`src/rtl/seq_pkg.sv`:
```
// Shared types for the program sequencer: FSM state encoding and program index width.
package seq_pkg;

    localparam int PROG_IDX_W = 4;

    typedef enum logic [2:0] {
        IDLE,
        ISSUE,
        ARM,
        RUN,
        REPORT,
        DONE,
        ERR
    } seq_state_t;

endpackage

```
`src/rtl/cycle_timer.sv`:
```
// Per-program cycle counter: cleared on issue, advanced while the program runs,
// and flagging when it reaches the abort limit.
module cycle_timer #(
    parameter int unsigned CW = 16
) (
    input  logic          clk,
    input  logic          reset,
    input  logic          clear,
    input  logic          enable,
    input  logic [CW-1:0] limit,
    output logic [CW-1:0] count,
    output logic          hit
);

    // NOTE: sequential state is always written with <= so every register samples pre-edge values.
    always_ff @(posedge clk) begin
        if (reset) begin
            count <= '0;
        end else if (clear) begin
            count <= '0;
        end else if (enable) begin
            count <= count + CW'(1);
        end
    end

    assign hit = (count == limit);

endmodule

```
`src/rtl/prog_sequencer.sv`:
```
// Run controller in front of the core: launches NPROG programs per start, times each
// req->ack interval, reports it on a one-cycle strobe and aborts on a missing ack.
module prog_sequencer
    import seq_pkg::*;
#(
    parameter int unsigned NPROG   = 3,
    parameter int unsigned CW      = 16,
    parameter int unsigned TIMEOUT = 16'hFFF0
) (
    input  logic                  clk,
    input  logic                  reset,
    input  logic                  start,
    output logic                  core_req,
    input  logic                  core_ack,
    output logic [PROG_IDX_W-1:0] prog_idx,
    output logic                  busy,
    output logic                  done,
    output logic                  timeout_err,
    output logic                  cyc_valid,
    output logic [CW-1:0]         cyc_count,
    output logic [PROG_IDX_W-1:0] cyc_prog
);

    localparam logic [CW-1:0]         LIMIT     = CW'(TIMEOUT);
    localparam logic [PROG_IDX_W-1:0] LAST_PROG = PROG_IDX_W'(NPROG - 1);

    seq_state_t            stateQ;
    seq_state_t            stateD;
    logic [PROG_IDX_W-1:0] progIdxD;
    logic [CW-1:0]         count;
    logic                  timerHit;
    logic                  timerClear;
    logic                  timerEnable;

    // The counter stops at the limit, so it can never pass TIMEOUT.
    assign timerClear  = (stateQ == ISSUE);
    assign timerEnable = ((stateQ == ARM) || ((stateQ == RUN) && !core_ack)) && !timerHit;

    cycle_timer #(
        .CW(CW)
    ) u_timer (
        .clk   (clk),
        .reset (reset),
        .clear (timerClear),
        .enable(timerEnable),
        .limit (LIMIT),
        .count (count),
        .hit   (timerHit)
    );

    always_comb begin
        // NOTE: defaults first so every path assigns each signal and no latch is inferred.
        stateD   = stateQ;
        progIdxD = prog_idx;
        case (stateQ)
            IDLE, DONE, ERR: begin
                if (start) begin
                    stateD   = ISSUE;
                    progIdxD = '0;
                end
            end
            ISSUE:  stateD = ARM;
            // Timeout outranks a same-cycle ack; ARM waits out a stale ack.
            ARM: begin
                if (timerHit)      stateD = ERR;
                else if (!core_ack) stateD = RUN;
            end
            RUN: begin
                if (timerHit)     stateD = ERR;
                else if (core_ack) stateD = REPORT;
            end
            REPORT: begin
                if (prog_idx == LAST_PROG) begin
                    stateD = DONE;
                end else begin
                    stateD   = ISSUE;
                    progIdxD = prog_idx + PROG_IDX_W'(1);
                end
            end
            default: stateD = IDLE;
        endcase
    end

    // Outputs are registered from the next state so they line up with the state they describe.
    always_ff @(posedge clk) begin
        if (reset) begin
            stateQ      <= IDLE;
            prog_idx    <= '0;
            core_req    <= 1'b0;
            busy        <= 1'b0;
            done        <= 1'b0;
            timeout_err <= 1'b0;
            cyc_valid   <= 1'b0;
            cyc_count   <= '0;
            cyc_prog    <= '0;
        end else begin
            stateQ      <= stateD;
            prog_idx    <= progIdxD;
            core_req    <= (stateD == ISSUE);
            busy        <= stateD inside {ISSUE, ARM, RUN, REPORT};
            done        <= (stateD == DONE);
            timeout_err <= (stateD == ERR);
            cyc_valid   <= (stateD == REPORT);
            if (stateD == REPORT) begin
                cyc_count <= count;
                cyc_prog  <= prog_idx;
            end
        end
    end

endmodule

```
`config.mk`:
```
export PLATFORM = sky130hd
export DESIGN_NAME = prog_sequencer
export DESIGN_NICKNAME = d
export VERILOG_FILES = /design/src/rtl/seq_pkg.sv /design/src/rtl/cycle_timer.sv /design/src/rtl/prog_sequencer.sv
export SDC_FILE = /design/constraint.sdc
export NUM_CORES = 1
export LEC_CHECK = 0
export ABC_AREA = 1
export ABC_CLOCK_PERIOD_IN_PS = 1790
export CORE_ASPECT_RATIO = 1.75
export CORE_MARGIN = 8
export CORE_UTILIZATION = 47
export CTS_CLUSTER_DIAMETER = 120
export CTS_CLUSTER_SIZE = 16
export DETAILED_ROUTE_END_ITERATION = 7
export PLACE_DENSITY_LB_ADDON = 0.05
export SLEW_MARGIN = 20
export SYNTH_ARGS = -nofsm -noshare
export SYNTH_HDL_FRONTEND = slang
export SYNTH_SLANG_ARGS = --single-unit
export TNS_END_PERCENT = 100
```
`constraint.sdc`:
```
create_clock -name clk -period 1.79 [get_ports clk]
set_input_delay 0.2685 -clock clk [delete_from_list [all_inputs] [get_ports clk]]
set_output_delay 0.2685 -clock clk [all_outputs]
set_load 0.02 [all_outputs]
```
-- Word level (Yosys, flattened, before mapping)
Index checks and enable logic that the tools add are counted.
- add/sub/neg operators: 2
- eq/ne operators: 16
- reduce and logical (&&, ||, !) cells: 11
- muxes and demuxes: 10
- operator list (operator ; count):
    $eq 3x3->1 const B ; 6
    $mux 3 ; 6
    $add 16x1->16 const B ; 1
    $eq 16x16->1 const B ; 1
    $pmux 3 s5 ; 1
    $eq 3x2->1 const B ; 4
    $mux 4 ; 2
    $pmux 4 s2 ; 1
    $eq 3x1->1 const B ; 2
    $add 4x1->4 const B ; 1
    $eq 4x2->1 const B ; 1
    $ne 2x2->1 const B ; 2
    $reduce_bool 4->1 ; 1
    $logic_not 3->1 ; 1
    $reduce_and 3->1 ; 1
    $reduce_or 3->1 ; 1
    $logic_and 1x1->1 ; 2
    $logic_not 1->1 ; 2
    $reduce_bool 2->1 ; 1
    $reduce_or 2->1 ; 1
    $logic_or 1x1->1 ; 1
- register bits after elaboration: 48
- logic and storage cells: 49
- output and inout port bits: 29

-- Depth between registers and ports, before layout
Gate-level depths: netlist of run 1.
- depth after elaboration: 5
- depth in mapped cells: 14
- mapped depth without buffers: 13

-- By module
From an unflattened synthesis of run 1, not the netlist that was laid out.
- cell total of the unflattened synthesis: 381
- area total of the unflattened synthesis: 2635.0 um^2
- modules (own cells, without submodules) (module ; sequential area each (um^2) ; instances ; cells each ; area each (um^2)):
    prog_sequencer ; 640.6 ; 1 ; 220 ; 1560.2
    cycle_timer ; 320.3 ; 1 ; 161 ; 1074.8

-- Worst setup path after synthesis of run 1
Ideal clock, no wire load.
- kind: register -> register
- start point: register u_timer.count[0]
- end point: register cyc_count[10]
- required time: 1.675 ns
- cell stages (with the launch flop): 14
- library setup time: 0.115 ns
- period minus slack after synthesis: 1.625 ns
- arrival time: 1.510 ns
- slack: 0.165 ns
- path through: dfxtp_1 > inv_1 > ha_1 > nand2_1 > inv_1 > nand2_1 > nor2_4 > nand3_1 > nand2_2 > nor2_8 > buf_6 > nand3_1 > nand2_1 > nor2_1
- longest elaborated chain between the ends: 4
- elaborated cells between the ends (all ways): 5
- those cells by class: eq/ne (2); mux (3)
- ends and longest elaborated chain (item ; line ; source):
    start, declared ; cycle_timer.sv:11 ; output logic [CW-1:0] count,
    start signal, assigned ; cycle_timer.sv:22 ; count <= count + CW'(1);
    $eq 16x16->1 * ; cycle_timer.sv:26 ; assign hit = (count == limit);
    $mux 3 (on tied branches) ; prog_sequencer.sv:69, prog_sequencer.sv:65 ;
    $pmux 3 s5 * ; prog_sequencer.sv:55 ; case (stateQ)
    $eq 3x3->1 * ; prog_sequencer.sv:104 ; if (stateD == REPORT) begin
    end signal, assigned ; prog_sequencer.sv:105 ; cyc_count <= count;
    end, declared ; prog_sequencer.sv:20 ; output logic [CW-1:0] cyc_count,
Mark *: on every way between the ends. The rest lies on a longest branch, timed or not.
A chain may end at the register's enable or synchronous reset.

-- Final worst setup path of run 1
- start point: register u_timer.count[1]
- end point: register cyc_prog[0]
- longest elaborated chain between the ends: 4
- elaborated cells between the ends (all ways): 5
- those cells by class: eq/ne (2); mux (3)
- ends and longest elaborated chain (item ; line ; source):
    $eq 16x16->1 * ; cycle_timer.sv:26 ;
    $mux 3 (on tied branches) ; prog_sequencer.sv:69, prog_sequencer.sv:65 ;
    $pmux 3 s5 * ; prog_sequencer.sv:55 ;
    $eq 3x3->1 * ; prog_sequencer.sv:104 ;
    end signal, assigned ; prog_sequencer.sv:106 ; cyc_prog <= prog_idx;
    end, declared ; prog_sequencer.sv:21 ; output logic [PROG_IDX_W-1:0] cyc_prog
Marks and branches as above.

==> results of run 1 <==
-- state kept, by name, indices dropped and copies added, names as in the netlist --
signal	cells
prog_idx	4
core_req	1
cyc_prog	4
u_timer.count	16
busy	1
cyc_count	16
done	1
stateQ	3
timeout_err	1
cyc_valid	1
-- synthesized netlist by cell type (2+ instances only) --
library cell / number / share of area, %
nand2_1: 72 / 11
xor2_1: 9 / 3.2
nor2_4: 2 / 0.91
dfxtp_1: 48 / 39
nand3_1: 29 / 5.9
clkbuf_1: 2 / 0.30
inv_2: 6 / 0.91
nand2_2: 10 / 2.5
o21ai_0: 9 / 1.8
nor3_1: 9 / 1.8
nor2_1: 46 / 7.0
nor3b_1: 4 / 1.2
nor2_2: 2 / 0.51
buf_6: 4 / 1.8
buf_1: 2 / 0.30
ha_1: 4 / 2.0
nand4_1: 4 / 1.0
buf_2: 7 / 1.4
inv_1: 38 / 5.8
a21oi_1: 38 / 7.7
-- metrics by stage --
| stage | setup WS [ps] | cells | instance area, µm² | setup TNS (ps) | util (%) |
|---|---|---|---|---|---|
| 5_1_grt | -75.5 | 477 | 3550 | -916 | 68.7 |
| 6_report | 21.8 | 477 | 3550 | 0 | 68.7 |
| 3_3_place_gp | -63.3 | 452 | 3000 | -1130 | 58.1 |
| 2_1_floorplan | 165 | 354 | 2470 | 0 | - |
| 4_1_cts | 25.8 | 460 | 3120 | 0 | 60.3 |
| 3_5_place_dp | -91.0 | 452 | 3010 | -1460 | 58.2 |
-- worst max path at each step --
stage	startpoint	to	slack (ps)	depth (start not counted)
finish	u_timer.count[1]	cyc_prog[0]	20	15
global route	u_timer.count[1]	cyc_prog[0]	-80	15
CTS	u_timer.count[0]	cyc_count[14]	30	14
detailed placement	start	cyc_count[14]	-90	11
global placement	start	cyc_count[15]	-60	11
floorplan	u_timer.count[0]	cyc_count[10]	160	13
-- worst reg2reg max path, stage by stage (launching register included) --
cell and delay [ps]:
dfxtp_2 340, inv_2 70, ha_4 130, nand2_2 50
inv_2 60, nand2_4 50, nor2_4 120, buf_4 120
nand3_1 70, nand2_2 100, inv_2 60, nand2_8 120
clkbuf_16 170, nand3_1 80, nand2_1 80, nor2_1 50
-- kinds of logic (layout without fill, tap and decap cells) --
group	Yosys count	after routing	synth area share, %
compound gates	53	53	12.1
xor+xnor	9	9	3.19
fa+ha+maj	4	4	2.02
buf+inv	60	128	10.8
flops	48	48	38.8
simple gates	180	180	33.0
-- where the power goes --
group	switching (W)	total [W]	leakage [nW]	internal (W)
Clock	0.000366	0.000781	0.0552	0.000415
Combinational	0.000524	0.00107	0.940	0.000548
Sequential	0.0000291	0.00114	0.390	0.00111
Total	0.000920	0.00299	1.39	0.00207
-- layout make-up --
type,instances,area (µm²),area share [%]
Sequential cell,48,967,27.2
Timing Repair Buffer,76,853,24.0
Multi-Input combinational cell,246,1390,39.1
Tap cell,55,68.8,1.94
Inverter,44,165,4.65
Clock inverter,2,35.0,0.987
Clock buffer,6,72.6,2.04
-- per-layer routing --
| metal | share of wire, % | vias up |
|---|---|---|
| li1 | - | 1267 |
| met1 | 37 | 1128 |
| met2 | 55 | 67 |
| met3 | 4.8 | 18 |
| met4 | 2.9 | 0 |
| met5 | 0 | - |
-- timing repair --
action	CTS	global route
buffers inserted	0	8
gates resized for setup	0	45
hold buffers	0	0
hold endpoints to repair	0	0
endpoints found under the setup margin	0	27
==> key figures, run 1 <==
Synthesis
  – Seq cells post-synth: 48
  – Sequential-to-total area share from yosys stat: 38.8%
  – Top FF cell, synth: dfxtp_1
  – Ys async rst share: 0%
  – Synthesized instance count: between 300 and 400
  – Post-synth EDFFs: 0
  – Syn nets: approximately 360
  – Yosys warnings: 0
  – Mapped cell area: between 2000 and 2500 µm²
  – Number of distinct library cells after synthesis: 29
  – Syn avg cell area: 6.99 µm²

Critical path
  – Crit Path Max Fanout: 7
  – Reg2reg end: cyc_prog[0]
  – Flop2flop setup slack: approximately 22 ps
  – Worst Path Arrival: ~2000 ps
  – CP Cell Sequence: inv_2, ha_4, nand2_2, inv_2, nand2_4, nor2_4, buf_4, nand3_1, nand2_2, inv_2, nand2_8, clkbuf_16, nand3_1, nand2_1, nor2_1
  – Reg2reg path depth: 15
  – Slowest cell on crit path: dfxtp_2
  – Startpoint types: register
  – CP Data Required Time: 1990 ps
  – Reg2reg start: u_timer.count[1]
  – CP Capture Type: register
  – CP most frequent cell: inv_2
  – Critical path type: reg2reg
  – Slowest stage delay, CP: about 340 ps
  – Bufs and invs on worst path: 5
  – Top delay family on crit path: simple AND/OR/NAND/NOR gates

Worst hold path
  – WHS Endpoint: cyc_count[1]
  – Hold Path Depth: 2
  – Worst Hold Launch: cyc_count[1]
  – Worst hold path type: reg2reg

Clock tree
  – CTS tree: built
  – Sink Count: 48
  – Clock root buffer: clkbuf_8
  – CTS clk-pin slew, worst paths: approximately 90 ps
  – H-Tree Depth: 2
  – CTS Buf Count: 5
  – Worst skew pair latency: approximately 300 ps
  – Clock buffer depth: 2

GRT
  – Vias in the first global route: roughly 2200
  – First-pass GRT wire length: a little under 10000 µm
  – Met1 usage: between 10% and 20%
  – Gr busiest metal: met2
  – Grt total ovfl: 0
  – M2 GR Usage: 28.3%
  – Pin count of the biggest net entering global routing: 31
  – Initial antenna violation count: 0
  – Met3 Use GR: under 10%
  – Total GRT Usage: between 15 and 20%

Die
  – Die area: 7930 µm²
  – Die outline width: 70.8 µm
  – Die H: 112 µm
  – Core ar.: between 5000 and 6000 µm²
  – Row count: 35
  – IO Pins: 33
  – Starting density of the core: 47.9%

Timing
  – Tmin final: 1770 ps
  – Slew margin rel.: 50.6%
  – Clock Skews: approximately 5 ps
  – Final max-slew violation count: 0
  – Least-Margin Pin Slew: 742 ps
  – Fin. Hold Viols: 0
  – Final Cycle Share: ~99%
  – RSZ-0062 raised after global routing: true
  – # setup viols final: 0
  – Hold_ws: 475 ps
  – Achievable frequency: around 570 MHz

Drt
  – Post-Route WL: slightly below 7000 µm
  – Vias: between 2000 and 2500
  – ANT nets after route: 0
  – Vias per std cell: 5.20
  – Detailed Routing Iterations Pass 1: 4
  – Detailed-route DRC error count: 0
  – Detailed router's first-iteration violation count: roughly 160
  – DR WL/cell: ~15 µm

Power and ir drop
  – LEAKAGE: around 1.4 nW
  – Power Total: around 0.003 W
  – Max IR drop VDD: 0.691 mV
  – Power per Cell Area: 842 nW/µm²

Placed design
  – Port bufs: 32
  – Dpl hpwl: about 4500 µm
  – Routability congestion estimate from global placement: between 0.9 and 1

Outcome
  – Outcome: finished, final reports clean

Finish
  – Most common cell after layout, fill and taps aside: nand2_1
  – NumNets Final: approximately 430
  – Area grow syn2layout: 43.6%
  – Layout fillers: between 400 and 500
  – Fraction of layout cells with a size suffix above 1: 25.6%
  – # diodes: 0
  – Most frequent cells in the layout: nand2_1, nor2_1, dfxtp_1

Job
  – Max-cap violations: 0
No activity file was read; power rests on OpenSTA's default activity.
==> run 2, diff against run 1 <==
--- a/config.mk
+++ b/config.mk
@@ -9,10 +9,11 @@
 export ABC_CLOCK_PERIOD_IN_PS = 1790
 export CORE_ASPECT_RATIO = 1.75
 export CORE_MARGIN = 8
-export CORE_UTILIZATION = 47
+export CORE_UTILIZATION = 50
 export CTS_CLUSTER_DIAMETER = 120
 export CTS_CLUSTER_SIZE = 16
 export DETAILED_ROUTE_END_ITERATION = 7
+export GPL_ROUTABILITY_DRIVEN = 0
 export PLACE_DENSITY_LB_ADDON = 0.05
 export SLEW_MARGIN = 20
 export SYNTH_ARGS = -nofsm -noshare
==> key figures, run 2 (synthesis results as in run 1) <==
Timing
  – RSZ-0062 raised after global routing: true (unchanged)
  – Slew margin rel.: 36.5% (was 50.6%)
  – Fin. Hold Viols: 0 (unchanged)
  – Final max-slew violation count: 0 (unchanged)
  – Tmin final: 1740 ps (was 1770 ps)
  – Hold_ws: 484 ps (was 475 ps)
  – Clock Skews: 4.97 ps (was 4.91 ps)
  – Final Cycle Share: 97.2% (was 98.8%)
  – Least-Margin Pin Slew: 946 ps (was 742 ps)
  – # setup viols final: 0 (unchanged)
  – Achievable frequency: 575 MHz (was 566 MHz)
  – Setup TNS: 0 ps (unchanged)

Drt
  – Vias: 2381 (was 2480)
  – Detailed Routing Iterations Pass 1: 4 (unchanged)
  – Detailed-route DRC error count: 0 (unchanged)
  – Vias per std cell: 5.13 (was 5.20)
  – Post-Route WL: 6250 µm (was 6950 µm)
  – Detailed router's first-iteration violation count: 68 (was 158)
  – DR WL/cell: 13.5 µm (was 14.6 µm)
  – ANT nets after route: 0 (unchanged)

Placed design
  – Port bufs: 32 (unchanged)
  – Dpl hpwl: 4500 µm (was 4470 µm)

Critical path
  – Reg2reg end: cyc_count[6] (was cyc_prog[0])
  – CP Data Required Time: 1990 ps (about the same)
  – Flop2flop setup slack: 50 ps (was 20 ps)
  – CP most frequent cell: nand2_2 (was inv_2)
  – Reg2reg start: u_timer.count[1] (unchanged)
  – Reg2reg path depth: 14 (was 15)
  – Crit path depth: 14 (was 15)
  – CP Cell Sequence: inv_2, ha_4, nand2_2, inv_2, nand2_2, nor2_4, nand2_2, nand2_2, nand2_4, nor2_8, clkbuf_16, nand3_2, nand2_1, nor2_1 (was inv_2, ha_4, nand2_2, inv_2, nand2_4, nor2_4, buf_4, nand3_1, nand2_2, inv_2, nand2_8, clkbuf_16, nand3_1, nand2_1, nor2_1)
  – Startpoint types: register (unchanged)
  – Critical path type: reg2reg (unchanged)
  – Worst Path Arrival: 1940 ps (was 1970 ps)
  – Slowest stage delay, CP: 330 ps (was 340 ps)
  – Slowest cell on crit path: dfxtp_2 (unchanged)
  – Crit Path Max Fanout: 8 (was 7)
  – CP Capture Type: register (unchanged)
  – Bufs and invs on worst path: 3 (was 5)
  – Top delay family on crit path: simple AND/OR/NAND/NOR gates (unchanged)

Clock tree
  – CTS Buf Count: 5 (unchanged)
  – Clock buffer depth: 2 (unchanged)
  – Clock root buffer: clkbuf_8 (unchanged)
  – Sink Count: 48 (unchanged)
  – CTS clk-pin slew, worst paths: 90 ps (about the same)
  – CTS tree: built (unchanged)
  – H-Tree Depth: 2 (unchanged)
  – Worst skew pair latency: 300 ps (about the same)

Finish
  – Largest regs: cyc_count x16, u_timer.count x16 (unchanged)
  – Fraction of layout cells with a size suffix above 1: 20.0% (was 25.6%)
  – Most common cell after layout, fill and taps aside: nand2_1 (unchanged)
  – NumNets Final: 417 (was 429)
  – Area grow syn2layout: 32.1% (was 43.6%)
  – # diodes: 0 (unchanged)
  – Most frequent cells in the layout: nand2_1, nor2_1, dfxtp_1 (unchanged)

Die
  – Die H: 109 µm (was 112 µm)
  – Die outline width: 69.2 µm (was 70.8 µm)
  – Row count: 34 (was 35)
  – Core ar.: 4850 µm² (was 5170 µm²)
  – Starting density of the core: 51.0% (was 47.9%)
  – IO Pins: 33 (unchanged)
  – Die area: 7540 µm² (was 7930 µm²)

Worst hold path
  – Worst hold path type: reg2reg (unchanged)
  – Hold Path Depth: 2 (unchanged)
  – WHS Endpoint: cyc_count[5] (was cyc_count[1])
  – Worst Hold Launch: cyc_count[5] (was cyc_count[1])

Job
  – Max-cap violations: 0 (unchanged)

GRT
  – Pin count of the biggest net entering global routing: 33 (was 31)
  – Grt total ovfl: 0 (unchanged)
  – Initial antenna violation count: 0 (unchanged)
  – First-pass GRT wire length: 9850 µm (was 9950 µm)
  – Vias in the first global route: 2257 (was 2191)
  – Total GRT Usage: 15.6% (was 15.4%)

Power and ir drop
  – Sequential power share: 41.9% (was 38.0%)
  – Power per Cell Area: 827 nW/µm² (was 842 nW/µm²)
  – Switching pwr: 0.000835 W (was 0.000920 W)
  – Sw Ratio: 30.9% (was 30.8%)
  – LEAKAGE: 1.27 nW (was 1.39 nW)
  – Combinational power share: 29.3% (was 35.9%)
  – Internal power: 0.00187 W (was 0.00207 W)
  – Clock share of power: 28.8% (was 26.1%)
  – Max IR drop VDD: 0.682 mV (was 0.691 mV)

Outcome
  – Outcome: finished, final reports clean (unchanged)
run 2: cell types whose count changed in the layout (fill, tap and decap cells not counted), sizes merged:
| cell | before | now |
|---|---|---|
| clkbuf | 12 | 9 |
| buf | 38 | 29 |
run 2: timing repair:
action	4_1_cts	5_1_grt
buffers inserted	0	4
hold buffers	0	0
endpoints found under the hold margin	0	0
endpoints found under the setup margin	0	32
gates resized for setup	0	22
run 2: stage by stage:
| stage | cell area, µm² | power [W] | util (%) | setup slack, ps | cells |
|---|---|---|---|---|---|
| after floorplan | 2470 | 0.00160 | - | 165 | 354 |
| after global placement | 2970 | 0.00178 | 61.3 | -56.6 | 449 |
| after detailed placement | 2970 | 0.00179 | 61.3 | -106 | 449 |
| after CTS | 3080 | 0.00256 | 63.5 | 33.0 | 457 |
| after global routing | 3270 | 0.00282 | 67.4 | -120 | 464 |
| final | 3270 | 0.00270 | 67.4 | 49.8 | 464 |
run 2: cell type report:
type                    instances  area [µm²]
fillers                       455        1580
flip-flops and latches         48         963
well taps                      54        67.6
clock inverters                 2        35.0
clock buffers                   6        72.6
inverters                      44         165
multi-input cells             246        1320
repair buffers                 64         646
run 2: worst reg2reg max path, delay by kind of cell (launching register included):
family	cells	cell delay, ps
fa+ha+maj	1	130
buf+inv	3	320
flops	1	330
simple gates	10	850
run 2: worst max-delay path by stage:
stage	startpoint	endpoint
finish	u_timer.count[1]	cyc_count[6]
global route	u_timer.count[0]	cyc_count[6]
CTS	u_timer.count[0]	cyc_count[5]
detailed placement	start	cyc_count[14]
global placement	start	cyc_count[14]
floorplan	u_timer.count[0]	cyc_count[10]
run 2: power groups by stage:
| stage | clock network (W) | registers [W] | logic, W |
|---|---|---|---|
| after global routing | 0.000839 | 0.00114 | 0.000848 |
| after global placement | 0 | 0.00115 | 0.000624 |
| after detailed placement | 0 | 0.00115 | 0.000634 |
| final | 0.000779 | 0.00113 | 0.000793 |
| after CTS | 0.000799 | 0.00113 | 0.000634 |
| after floorplan | 0 | 0.00118 | 0.000416 |
run 2: layer usage:
layer | vias to the layer above | global-route usage, % | share of wire, %
li1 | 1230 | - | -
met1 | 1089 | 14.9 | 36
met2 | 45 | 30.6 | 57
met3 | 17 | 3.19 | 3.4
met4 | 0 | 7.22 | 3.1
met5 | - | 0 | 0
==> run 3, diff against run 2 <==
--- a/config.mk
+++ b/config.mk
@@ -6,7 +6,7 @@
 export NUM_CORES = 1
 export LEC_CHECK = 0
 export ABC_AREA = 1
-export ABC_CLOCK_PERIOD_IN_PS = 1790
+export ABC_CLOCK_PERIOD_IN_PS = 1800
 export CORE_ASPECT_RATIO = 1.75
 export CORE_MARGIN = 8
 export CORE_UTILIZATION = 50
@@ -14,6 +14,7 @@
 export CTS_CLUSTER_SIZE = 16
 export DETAILED_ROUTE_END_ITERATION = 7
 export GPL_ROUTABILITY_DRIVEN = 0
+export MAX_ROUTING_LAYER = met4
 export PLACE_DENSITY_LB_ADDON = 0.05
 export SLEW_MARGIN = 20
 export SYNTH_ARGS = -nofsm -noshare
==> constraint.sdc (replaced) <==
create_clock -name clk -period 1.8 [get_ports clk]
set_input_delay 0.27 -clock clk [delete_from_list [all_inputs] [get_ports clk]]
set_output_delay 0.27 -clock clk [all_outputs]
set_load 0.02 [all_outputs]
==> key figures, run 3 (synthesis results as in run 1) <==
GRT
  – Grt total ovfl: 0 (unchanged)
  – Pin count of the biggest net entering global routing: 33 (unchanged)
  – Total GRT Usage: 16.3% (was 15.6%)
  – First-pass GRT wire length: 10100 µm (was 9850 µm)
  – Vias in the first global route: 2248 (was 2257)
  – Initial antenna violation count: 0 (unchanged)

Drt
  – Post-Route WL: 6020 µm (was 6250 µm)
  – Vias: 2320 (was 2381)
  – Vias per std cell: 5.04 (was 5.13)
  – Detailed Routing Iterations Pass 1: 4 (unchanged)
  – ANT nets after route: 0 (unchanged)
  – Detailed router's first-iteration violation count: 97 (was 68)
  – Detailed-route DRC error count: 0 (unchanged)
  – DR WL/cell: 13.1 µm (was 13.5 µm)

Timing
  – Clock Skews: 6.59 ps (was 4.97 ps)
  – Tmin final: 1730 ps (was 1740 ps)
  – Final Worst Setup Slack: 67.2 ps (was 49.8 ps)
  – RSZ-0062 raised after global routing: true (unchanged)
  – Hold_ws: 485 ps (was 484 ps)
  – Least-Margin Pin Slew: 930 ps (was 946 ps)
  – Final Cycle Share: 96.3% (was 97.2%)
  – Final max-slew violation count: 0 (unchanged)
  – Achievable frequency: 577 MHz (was 575 MHz)
  – # setup viols final: 0 (unchanged)
  – Fin. Hold Viols: 0 (unchanged)
  – Slew margin rel.: 37.6% (was 36.5%)

Critical path
  – Reg2reg end: cyc_count[0] (was cyc_count[6])
  – Critical path type: reg2reg (unchanged)
  – CP most frequent cell: nand2_4 (was nand2_2)
  – Startpoint types: register (unchanged)
  – Worst Path Arrival: 1930 ps (was 1940 ps)
  – CP Capture Type: register (unchanged)
  – Reg2reg path depth: 14 (unchanged)
  – Slowest stage delay, CP: 330 ps (about the same)
  – Reg2reg start: u_timer.count[0] (was u_timer.count[1])
  – Crit Path Max Fanout: 8 (unchanged)
  – Top delay family on crit path: simple AND/OR/NAND/NOR gates (unchanged)
  – CP Data Required Time: 2000 ps (was 1990 ps)
  – Bufs and invs on worst path: 3 (unchanged)
  – Flop2flop setup slack: 70 ps (was 50 ps)
  – CP Cell Sequence: inv_2, ha_1, nand2_1, inv_1, nand2_2, nor2_4, nand2_4, nand2_4, nand2_4, nor2_8, clkbuf_16, nand3_1, nand2_1, nor2_1 (was inv_2, ha_4, nand2_2, inv_2, nand2_2, nor2_4, nand2_2, nand2_2, nand2_4, nor2_8, clkbuf_16, nand3_2, nand2_1, nor2_1)
  – Slowest cell on crit path: dfxtp_2 (unchanged)

Placed design
  – Pre-CTS setup slack: -89.2 ps (was -106 ps)
  – Dpl hpwl: 4420 µm (was 4500 µm)
  – Placed cell area: 2950 µm² (was 2970 µm²)
  – Dpl cells: 446 (was 449)
  – Port bufs: 32 (unchanged)

Clock tree
  – CTS clk-pin slew, worst paths: 90 ps (about the same)
  – CTS tree: built (unchanged)
  – Worst skew pair latency: 300 ps (about the same)
  – H-Tree Depth: 2 (unchanged)
  – CTS Buf Count: 5 (unchanged)
  – Clock root buffer: clkbuf_8 (unchanged)
  – Clock buffer depth: 2 (unchanged)
  – Sink Count: 48 (unchanged)

Die
  – Starting density of the core: 51.0% (unchanged)
  – Core ar.: 4850 µm² (unchanged)
  – IO Pins: 33 (unchanged)
  – Die area: 7540 µm² (unchanged)
  – Die H: 109 µm (unchanged)
  – Row count: 34 (unchanged)
  – Die outline width: 69.2 µm (unchanged)

Finish
  – Largest regs: cyc_count x16, u_timer.count x16 (unchanged)
  – Layout fillers: 481 (was 455)
  – Final instance area: 3170 µm² (was 3270 µm²)
  – Most common cell after layout, fill and taps aside: nand2_1 (unchanged)
  – Fin cells: 460 (was 464)
  – Most frequent cells in the layout: nand2_1, nor2_1, dfxtp_1 (unchanged)
  – Area of the multi-input gates: 1270 µm² (was 1320 µm²)
  – # diodes: 0 (unchanged)
  – Register area: 965 µm² (was 963 µm²)
  – Fraction of layout cells with a size suffix above 1: 16.5% (was 20.0%)
  – Area grow syn2layout: 28.2% (was 32.1%)
  – NumNets Final: 413 (was 417)

Worst hold path
  – WHS Endpoint: cyc_prog[0] (was cyc_count[5])
  – Hold Path Depth: 2 (unchanged)
  – Worst Hold Launch: cyc_prog[0] (was cyc_count[5])
  – Worst hold path type: reg2reg (unchanged)

Power and ir drop
  – Max IR drop VDD: 0.696 mV (was 0.682 mV)
  – LEAKAGE: 1.26 nW (was 1.27 nW)
  – Power per Cell Area: 824 nW/µm² (was 827 nW/µm²)
  – Power Total: 0.00261 W (was 0.00270 W)

Job
  – Max-cap violations: 0 (unchanged)

Outcome
  – Outcome: finished, final reports clean (unchanged)
run 3: worst max-delay path by stage:
stage	from	end	slack, ps	cells after the start
3_5_place_dp	start	cyc_prog[2]	-90	11
3_3_place_gp	start	cyc_count[14]	-40	10
5_1_grt	u_timer.count[0]	cyc_count[0]	-70	14
2_1_floorplan	u_timer.count[0]	cyc_count[10]	170	13
4_1_cts	u_timer.count[0]	cyc_count[5]	50	14
6_report	u_timer.count[0]	cyc_count[0]	70	14
run 3: repair_timing:
| item | CTS | global route |
|---|---|---|
| setup endpoints to repair | 0 | 27 |
| buffers inserted | 0 | 4 |
| resized for setup | 0 | 12 |
| hold buffers | 0 | 0 |
run 3: metrics by stage:
stage                     setup TNS [ps]  utilization [%]
after floorplan                        0                -
after global placement              -737             60.8
after detailed placement           -1580             60.8
after CTS                              0             63.0
after global routing                -646             65.4
final                                  0             65.4
run 3: routing by layer:
metal	vias up	part of all wire (%)	GRT usage [%]
li1	1224	-	-
met4	0	1.8	5.74
met3	7	4.6	3.64
met5	-	0	-
met1	1037	38	16.6
met2	52	56	29.8
run 3: layout make-up:
class	instances	area share (%)
Clock buffer	6	2.29
Clock inverter	2	1.10
Inverter	44	5.21
Multi-Input combinational cell	246	40.0
Sequential cell	48	30.4
Tap cell	54	2.13
Timing Repair Buffer	60	18.9
run 3: power by group:
group | internal (W) | switching [W] | total [W]
Clock | 0.000412 | 0.000347 | 0.000760
Combinational | 0.000308 | 0.000419 | 0.000727
Sequential | 0.00110 | 0.0000266 | 0.00113
run 3: tightest hold or removal path, stage by stage (launching register included):
cell and delay, ps:
dfxtp_1 340, a21oi_1 40, nor2_1 80
